===== src/rtl/ailn_pkg.sv =====
// -----------------------------------------------------------------------------
// ailn_pkg
//   Shared definitions for the streaming statistics block:
//     - default element width and maximum vector length
//     - Q0.8 reciprocal fraction width
//     - FSM state encoding
//     - latched per-vector configuration struct
// -----------------------------------------------------------------------------
package ailn_pkg;

    localparam int AILN_DW     = 8;    // default element width (unsigned)
    localparam int AILN_MAX_N  = 256;  // default max elements per vector
    localparam int AILN_FRAC_W = 8;    // fraction bits of the Q0.8 reciprocal

    typedef enum logic [2:0] {
        ST_IDLE,
        ST_ACC,
        ST_MEAN,
        ST_VAR,
        ST_OUT
    } ailn_state_e;

    // Per-vector settings captured on start; the length lives separately
    // because its width depends on MAX_N.
    typedef struct packed {
        logic [AILN_FRAC_W-1:0] inv_n;
        logic [1:0]             alpha;
    } ailn_cfg_t;

endpackage


===== src/rtl/ailn_sq_comp.sv =====
// -----------------------------------------------------------------------------
// ailn_sq_comp
//   Combinational compressed square: sq = ((x >> alpha)^2) << (2*alpha).
//   Dropping alpha LSBs before squaring shrinks the multiplier input; the
//   shift back restores magnitude at the cost of low-order precision.
// Ports:
//   x     [DW-1:0]    element value (unsigned)
//   alpha [1:0]       compression shift
//   sq    [2*DW-1:0]  compressed square
// -----------------------------------------------------------------------------
module ailn_sq_comp
    import ailn_pkg::*;
#(
    parameter int DW = AILN_DW
) (
    input  logic [DW-1:0]   x,
    input  logic [1:0]      alpha,
    output logic [2*DW-1:0] sq
);

    logic [DW-1:0]   xs;
    logic [2*DW-1:0] xs_w;
    logic [2*DW-1:0] prod;

    assign xs   = x >> alpha;
    assign xs_w = {{DW{1'b0}}, xs};
    assign prod = xs_w * xs_w;
    // xs < 2^(DW-alpha), so the shifted square always fits in 2*DW bits.
    assign sq   = prod << {alpha, 1'b0};

endmodule


===== src/rtl/ailn_stats_stream.sv =====
// -----------------------------------------------------------------------------
// ailn_stats_stream
//   Streams a vector of unsigned elements, accumulating sum and compressed
//   sum-of-squares, then produces mean = (sum*inv_n)>>8 and
//   var = ((sumsq*inv_n)>>8) - mean^2 (clamped/saturated).
// Ports:
//   i_clk, i_rst          clock, async active-high reset
//   i_start               begin a vector (sampled only in IDLE)
//   i_len [CW-1:0]        element count (clamped to MAX_N)
//   i_inv_n [7:0]         Q0.8 reciprocal of the length
//   i_alpha [1:0]         squaring compression shift
//   i_x, i_valid, o_ready element input handshake (ready only in ACC)
//   o_valid, i_ready      result handshake (valid only in OUT)
//   o_mean [DW-1:0]       mean result
//   o_var [2*DW-1:0]      variance result
//   o_busy                high whenever not IDLE
// -----------------------------------------------------------------------------
module ailn_stats_stream
    import ailn_pkg::*;
#(
    parameter  int DW    = AILN_DW,
    parameter  int MAX_N = AILN_MAX_N,
    localparam int CW    = $clog2(MAX_N) + 1
) (
    input  logic            i_clk,
    input  logic            i_rst,
    input  logic            i_start,
    input  logic [CW-1:0]   i_len,
    input  logic [7:0]      i_inv_n,
    input  logic [1:0]      i_alpha,
    input  logic [DW-1:0]   i_x,
    input  logic            i_valid,
    output logic            o_ready,
    output logic            o_valid,
    input  logic            i_ready,
    output logic [DW-1:0]   o_mean,
    output logic [2*DW-1:0] o_var,
    output logic            o_busy
);

    localparam int FW    = AILN_FRAC_W;
    localparam int SUM_W = DW + CW;
    localparam int SSQ_W = 2*DW + CW;

    ailn_state_e      state;
    ailn_cfg_t        cfg;
    logic [CW-1:0]    len_q;
    logic [CW-1:0]    cnt;
    logic [SUM_W-1:0] sum;
    logic [SSQ_W-1:0] sumsq;

    // ---------------------------------------------------------------------
    // Element path
    // ---------------------------------------------------------------------
    logic [2*DW-1:0] x_sq;
    logic [CW-1:0]   len_clamped;
    logic [CW-1:0]   cnt_nxt;
    logic            xfer;

    ailn_sq_comp #(.DW(DW)) u_sq (
        .x     (i_x),
        .alpha (cfg.alpha),
        .sq    (x_sq)
    );

    assign len_clamped = (i_len > CW'(MAX_N)) ? CW'(MAX_N) : i_len;
    assign cnt_nxt     = cnt + CW'(1);
    // o_ready is only ever set in ACC, so it alone qualifies the transfer.
    assign xfer        = i_valid && o_ready;

    // ---------------------------------------------------------------------
    // Result datapath (evaluated from the settled accumulators)
    // ---------------------------------------------------------------------
    logic [SUM_W+FW-1:0] mean_prod;
    logic [SUM_W-1:0]    mean_q;
    logic [DW-1:0]       mean_sat;

    assign mean_prod = {{FW{1'b0}}, sum} * {{SUM_W{1'b0}}, cfg.inv_n};
    assign mean_q    = mean_prod[SUM_W+FW-1:FW];
    assign mean_sat  = (|mean_q[SUM_W-1:DW]) ? {DW{1'b1}} : mean_q[DW-1:0];

    logic [SSQ_W+FW-1:0] var_prod;
    logic [SSQ_W-1:0]    var_q;
    logic [2*DW-1:0]     mean_sq;
    logic [SSQ_W-1:0]    mean_sq_w;
    logic [SSQ_W-1:0]    var_diff;
    logic [2*DW-1:0]     var_sat;

    assign var_prod  = {{FW{1'b0}}, sumsq} * {{SSQ_W{1'b0}}, cfg.inv_n};
    assign var_q     = var_prod[SSQ_W+FW-1:FW];
    // o_mean already holds the saturated mean written in MEAN.
    assign mean_sq   = {{DW{1'b0}}, o_mean} * {{DW{1'b0}}, o_mean};
    assign mean_sq_w = {{CW{1'b0}}, mean_sq};
    assign var_diff  = var_q - mean_sq_w;
    assign var_sat   = (var_q < mean_sq_w)          ? '0 :
                       (|var_diff[SSQ_W-1:2*DW])    ? {(2*DW){1'b1}} :
                                                      var_diff[2*DW-1:0];

    // Truncated fraction bits are intentionally discarded.
    logic unused_frac;
    assign unused_frac = ^{mean_prod[FW-1:0], var_prod[FW-1:0]};

    // ---------------------------------------------------------------------
    // Control FSM with registered handshake outputs
    // ---------------------------------------------------------------------
    always_ff @(posedge i_clk or posedge i_rst) begin
        if (i_rst) begin
            state   <= ST_IDLE;
            cfg     <= '0;
            len_q   <= '0;
            cnt     <= '0;
            sum     <= '0;
            sumsq   <= '0;
            o_ready <= 1'b0;
            o_valid <= 1'b0;
            o_busy  <= 1'b0;
            o_mean  <= '0;
            o_var   <= '0;
        end else begin
            case (state)
                ST_IDLE: begin
                    if (i_start) begin
                        cfg.inv_n <= i_inv_n;
                        cfg.alpha <= i_alpha;
                        len_q     <= len_clamped;
                        cnt       <= '0;
                        sum       <= '0;
                        sumsq     <= '0;
                        o_mean    <= '0;
                        o_var     <= '0;
                        o_busy    <= 1'b1;
                        if (len_clamped != '0) begin
                            state   <= ST_ACC;
                            o_ready <= 1'b1;
                        end else begin
                            // Empty vector: zero results straight away.
                            state   <= ST_OUT;
                            o_valid <= 1'b1;
                        end
                    end
                end
                ST_ACC: begin
                    if (xfer) begin
                        sum   <= sum + {{CW{1'b0}}, i_x};
                        sumsq <= sumsq + {{CW{1'b0}}, x_sq};
                        cnt   <= cnt_nxt;
                        if (cnt_nxt == len_q) o_ready <= 1'b0;
                    end
                    // One cycle after the final transfer the count matches.
                    if (cnt == len_q) state <= ST_MEAN;
                end
                ST_MEAN: begin
                    o_mean <= mean_sat;
                    state  <= ST_VAR;
                end
                ST_VAR: begin
                    o_var   <= var_sat;
                    o_valid <= 1'b1;
                    state   <= ST_OUT;
                end
                ST_OUT: begin
                    if (i_ready) begin
                        o_valid <= 1'b0;
                        o_busy  <= 1'b0;
                        state   <= ST_IDLE;
                    end
                end
                default: begin
                    state   <= ST_IDLE;
                    o_ready <= 1'b0;
                    o_valid <= 1'b0;
                    o_busy  <= 1'b0;
                end
            endcase
        end
    end

endmodule


===== config.mk =====
export PLATFORM = sky130hd
export DESIGN_NAME = ailn_stats_stream
export DESIGN_NICKNAME = d
export VERILOG_FILES = /design/src/rtl/ailn_pkg.sv /design/src/rtl/ailn_sq_comp.sv /design/src/rtl/ailn_stats_stream.sv
export SDC_FILE = /design/constraint.sdc
export NUM_CORES = 1
export LEC_CHECK = 0
export CAP_MARGIN = 5
export CORE_MARGIN = 2
export CORE_UTILIZATION = 50
export DETAILED_ROUTE_END_ITERATION = 7
export PLACE_DENSITY = 0.67
export SETUP_SLACK_MARGIN = 0.4
export SYNTH_ARGS = -nofsm -noshare
export SYNTH_HDL_FRONTEND = slang
export SYNTH_SLANG_ARGS = --single-unit

===== constraint.sdc =====
create_clock -name i_clk -period 8.7 [get_ports i_clk]
set_input_delay 2.61 -clock i_clk [delete_from_list [all_inputs] [get_ports i_clk]]
set_output_delay 2.61 -clock i_clk [all_outputs]
set_load 0.02 [all_outputs]

======== Yosys cells after proc, flatten, opt, wreduce, memory -nomap -nowiden ========
Index checks and enable logic that the tools add are counted.
cells by class
  equality and inequality tests ........... 13
  bitwise logic cells ..................... 3
  shifts and indexed selects .............. 2
  multipliers ............................. 4
  add/subtract/negate cells ............... 4
  reductions and logical operators ........ 19
  order comparisons ....................... 2
  multiplexer cells ....................... 33
operators with widths
  cell                 count
  $mux 25              2
  $pmux 25 s2          1
  $mux 16              3
  $mux 17              2
  $pmux 17 s2          1
  $mul 25x8->33        1
  $mul 8x8->16         2
  $pmux 16 s2          1
  $mux 9               3
  $add 25x16->25       1
  $lt 25x16->1         1
  $mul 17x8->25        1
  $sub 25x16->25       1
  $eq 9x9->1           2
  $pmux 9 s2           1
  $reduce_or 9->1      2
  $add 17x8->17        1
  $mux 8               2
  $pmux 8 s2           1
  $shl 16x3->16        1
  $pmux 3 s5           1
  $ne 2x2->1 const B   7
  $mux 3               4
  $add 9x1->9 const B  1
  19 further kinds     37
word-level totals
  logic and storage cells ................. 92
  bits in registers ....................... 100
  output and inout bits ................... 27

======== Logic depth before layout (Yosys ltp) ========
  depth in word-level cells ............... 6
  gate-level depth with buffers ........... 37
  mapped depth without buffers ............ 35

======== Cells and area by module ========
Synthesis repeated with hierarchy kept, for this count alone.
unflattened totals
  cells, all modules ...................... 2284
  area, all modules ....................... 19890.3 sq um
by module, submodules not included
  module             cells each  area each (sq um)  instances
  ailn_stats_stream  2014        17760.8            1
  ailn_sq_comp       270         2129.5             1

======== Least setup slack after synthesis ========
Ideal clock, no wire load.
  kind .................................... in2reg
  start point ............................. input port i_x[7]
  end point ............................... register sumsq[19]
  setup time .............................. 0.132 ns
  setup slack ............................. -0.285 ns
  data arrival time ....................... 8.853 ns
  stages on the path ...................... 35
  required time ........................... 8.568 ns
  cell sequence ........................... clkbuf_1 mux2i_1 nand2_1 o21ai_1 or2_2 inv_1 fa_1 inv_1 fa_1 inv_1 ha_1 inv_1 fa_1 inv_1 ha_1 nor2b_1 o21ai_0 a21boi_0 o21ai_0 a21boi_0 o21ai_0 a21oi_1 o21ai_0 nor2b_1 xnor2_1 mux4_2 ha_1 nand2_1 nor2_1 a21oi_1 o31ai_1 o41ai_1 nand3b_1 xor2_1 nor2_1
between the ends
  word-level cells in the longest chain between the ends .. 6
RTL lines
  item                  line                      text
  start, declared       ailn_stats_stream.sv:31   input logic [DW-1:0] i_x,
  $shr 8x2->8           ailn_sq_comp.sv:25        assign xs = x >> alpha;
  $mul 8x8->16          ailn_sq_comp.sv:27        assign prod = xs_w * xs_w;
  $shl 16x3->16         ailn_sq_comp.sv:29        assign sq = prod << {alpha, 1'b0};
  $add 25x16->25        ailn_stats_stream.sv:145  sumsq <= sumsq + {{CW{1'b0}}, x_sq};
  $mux 25               ailn_stats_stream.sv:143  if (xfer) begin
  $pmux 25 s2           ailn_stats_stream.sv:120  case (state)
  end signal, assigned  ailn_stats_stream.sv:145
  end, declared         ailn_stats_stream.sv:50   logic [SSQ_W-1:0] sumsq;
Every way passes these cells. The select of a mux whose other input is x is not followed.
A chain may end at the register's enable or synchronous reset.

======== Worst setup path in the final report ========
  start point ............................. input port i_x[2]
  end point ............................... register sumsq[19]
The elaborated chain is that of the path after synthesis.

==> impl_metrics.toml <==
[status]
status = "complete, no violations"

[worst_setup_path]
ff2ff_path_depth = 23
worstSetupStartpointType = "input pin"
reg2reg_slack_ps = 850
critPathMaxStageDelay_ps = 480
r2r-start = "cfg[5]"
worstPathRequired_ps = 8960
crit_path_top_delay_cell = "mux4_2"
end_kind = "flip-flop"
cp_max_fo = 5
worstReg2RegEnd = "o_var[7]"
critPathKind = "input pin to flip-flop"
worstPathArrival_ps = 8560

[min_path]
hold_path_end = "len_q[6]"
hold_path_class = "flip-flop to flip-flop"
whs_path_depth = 2
hp-start = "len_q[6]"

[place]
place_congestion = 0.867
hpwl_mm = 38.9
portBuffers = 58
placed_cell_area_mm2 = 0.0216

[floorplan]
dieArea_mm2 = 0.0414
start_util = 0.504
ios = 59
row_count = 73
die_h_um = 203
core_area_mm2 = 0.0395
die_w_um = 203

[clocking]
clock_latency_ps = 390
cts-buffers-inserted = 9
root_buffer = "clkbuf_16"
cts_tree = "yes"
h-tree-depth = 3
clk_pin_slew_ps = 90
cts_num_sinks = 100
clock_path_buffers = 2

[logic_synthesis]
synth_top_area_frac = 0.279
synth.largest_area_cell = "fa_1"
syn_inst = 2316
syn_nets = 2816
ys_seq_elements = 100
synth-edff-count = 0
synth.area.top_cells = "fa_1, dfrtp_1, ha_1"
avgSynthCellArea_um2 = 8.59
synthArstFlopShare = 1.00
seq_area_frac_synth = 0.126
synth.cell_area_mm2 = 0.0199
synth_ff_type = "dfrtp_1"
yosysUniqueCellTypes = 74
yosys_warnings = 0

[cells_and_area]
seq_area_mm2 = 0.00250
fill_cells = 3532
design_area_mm2 = 0.0225
drive_above_1_share = 0.105
layout-area-overhead-vs-synth_pct = 13.0
multiInputGateArea_mm2 = 0.0163
antenna_cells = 0
fin_nets = 2911

[route]
wl_per_cell_um = 16.8
drt_wl_total_mm = 49.3
ant_nets = 0
drtIter0Drc = 746
first_pass_iters = 5
viasPerCell = 5.50
vias = 16186
drc = 0

[grt]
first_global_vias = 16874
grt_max_degree = 69
antenna_found_initial = 0
grt_pass1_wl_mm = 84.3
grt_usage = 0.250
grt.overflow.total = 0

[sta]
finClkSkew_ps = 14.7
hold_viol = 0
worstMarginPinSlew_ps = 1040
fmax_mhz = 120
slew-limit-headroom = 0.306
slew_viol_final = 0
setup_viol = 0
fin_crit_ps = 8310
grt_setup_unrepaired = "yes"
min_period_over_period = 0.955

[flow_run]
maxCapViolations = 0
==> synth_stat cells (9+ instances only) <==
cell type and n:
nand2_1 256, ha_1 191, nand3_1 26, and3_1 18, a31oi_1 14, or2_2 9, o21bai_1 17, fa_1 277
xor2_1 57, inv_1 309, dfrtp_1 100, nor2_1 116, and2_1 270, a21oi_1 142, or3_1 12, nor3_1 21
nand4_1 18, a21o_1 30, nand2b_1 14, nand3b_1 10, xnor2_1 69, clkbuf_1 83, o21a_1 14, o21ai_0 89
nor2b_1 21
==> worst max-delay path: cells and delay by family <==
family / cells / cell delay (ps)
fa+ha+maj: 6 / 1880
buf+inv: 8 / 690
mux: 2 / 760
simple gates: 7 / 770
compound gates: 11 / 1630
xor+xnor: 2 / 220
==> layout make-up <==
class | instances | area share
Multi-Input combinational cell | 1812 | 0.727
Timing Repair Buffer | 179 | 0.0669
Inverter | 309 | 0.0517
Clock inverter | 7 | 0.00406
Sequential cell | 100 | 0.111
Tap cell | 525 | 0.0292
Clock buffer | 9 | 0.0100
==> metrics by stage <==
stage | utilization | std cells | setup slack, ps | TNS [ps] | hold slack, ps
final | 0.570 | 2941 | 393 | 0 | 501
after global routing | 0.570 | 2941 | 74.7 | 0 | 545
after CTS | 0.562 | 2928 | 408 | 0 | 505
after detailed placement | 0.548 | 2898 | -481 | -4140 | 485
after global placement | 0.548 | 2898 | -392 | -3050 | 479
after floorplan | - | 2316 | 340 | 0 | 458
==> placed cells by master (no fill, tap or decap), drive strengths merged, types with 30 or more instances in the layout <==
cell and instances:
buf 123, clkdlybuf4s50 50, and2 270, xnor2 69, fa 277, inv 312
o21ai 91, nand2 256, xor2 57, nor2 116, dfrtp 100, a21oi 142
ha 191, a21o 30
==> cell families (layout without fill, tap and decap cells) <==
family,Yosys count,in the layout,share of synthesized area
AOI/OAI and AO/OA,391,391,0.123
xor gates and xnor gates,126,126,0.0555
adders and majority gates,469,469,0.399
buffers and inverters,404,504,0.0771
DFF,100,100,0.126
muxes,19,19,0.0126
and+or+nand+nor,807,807,0.207
==> flip-flops by register name, indices dropped and copies added, names as in the netlist <==
name / count
state: 3
o_valid: 1
sumsq: 25
sum: 17
len_q: 9
o_ready: 1
cnt: 9
o_var: 16
o_mean: 8
cfg: 10
o_busy: 1
==> what timing repair did <==
| item | CTS | global route |
|---|---|---|
| gates resized for setup | 43 | 60 |
| setup endpoints to repair | 12 | 19 |
| buffers inserted | 14 | 13 |
| hold buffers | 0 | 0 |
| pin swaps | 31 | 54 |
==> layer usage <==
layer	vias up	part of all wire	track usage
li1	7670	-	-
met1	8161	0.46	0.342
met2	302	0.48	0.427
met3	53	0.032	0.0213
met4	0	0.021	0.0693
met5	-	0	0
==> worst max-delay path by stage <==
| stage | depth (start not counted) | to | startpoint | slack, ps |
|---|---|---|---|---|
| after detailed placement | 34 | sumsq[19] | i_x[2] | -480 |
| after CTS | 36 | sumsq[19] | i_x[2] | 410 |
| after floorplan | 35 | sumsq[19] | i_x[7] | 340 |
| after global routing | 36 | sumsq[19] | i_x[2] | 70 |
| final | 36 | sumsq[19] | i_x[2] | 390 |
| after global placement | 36 | sumsq[19] | i_x[2] | -390 |
Power is not shown: default switching activity piles up to over one toggle a cycle in this logic, so the estimate is an artifact.
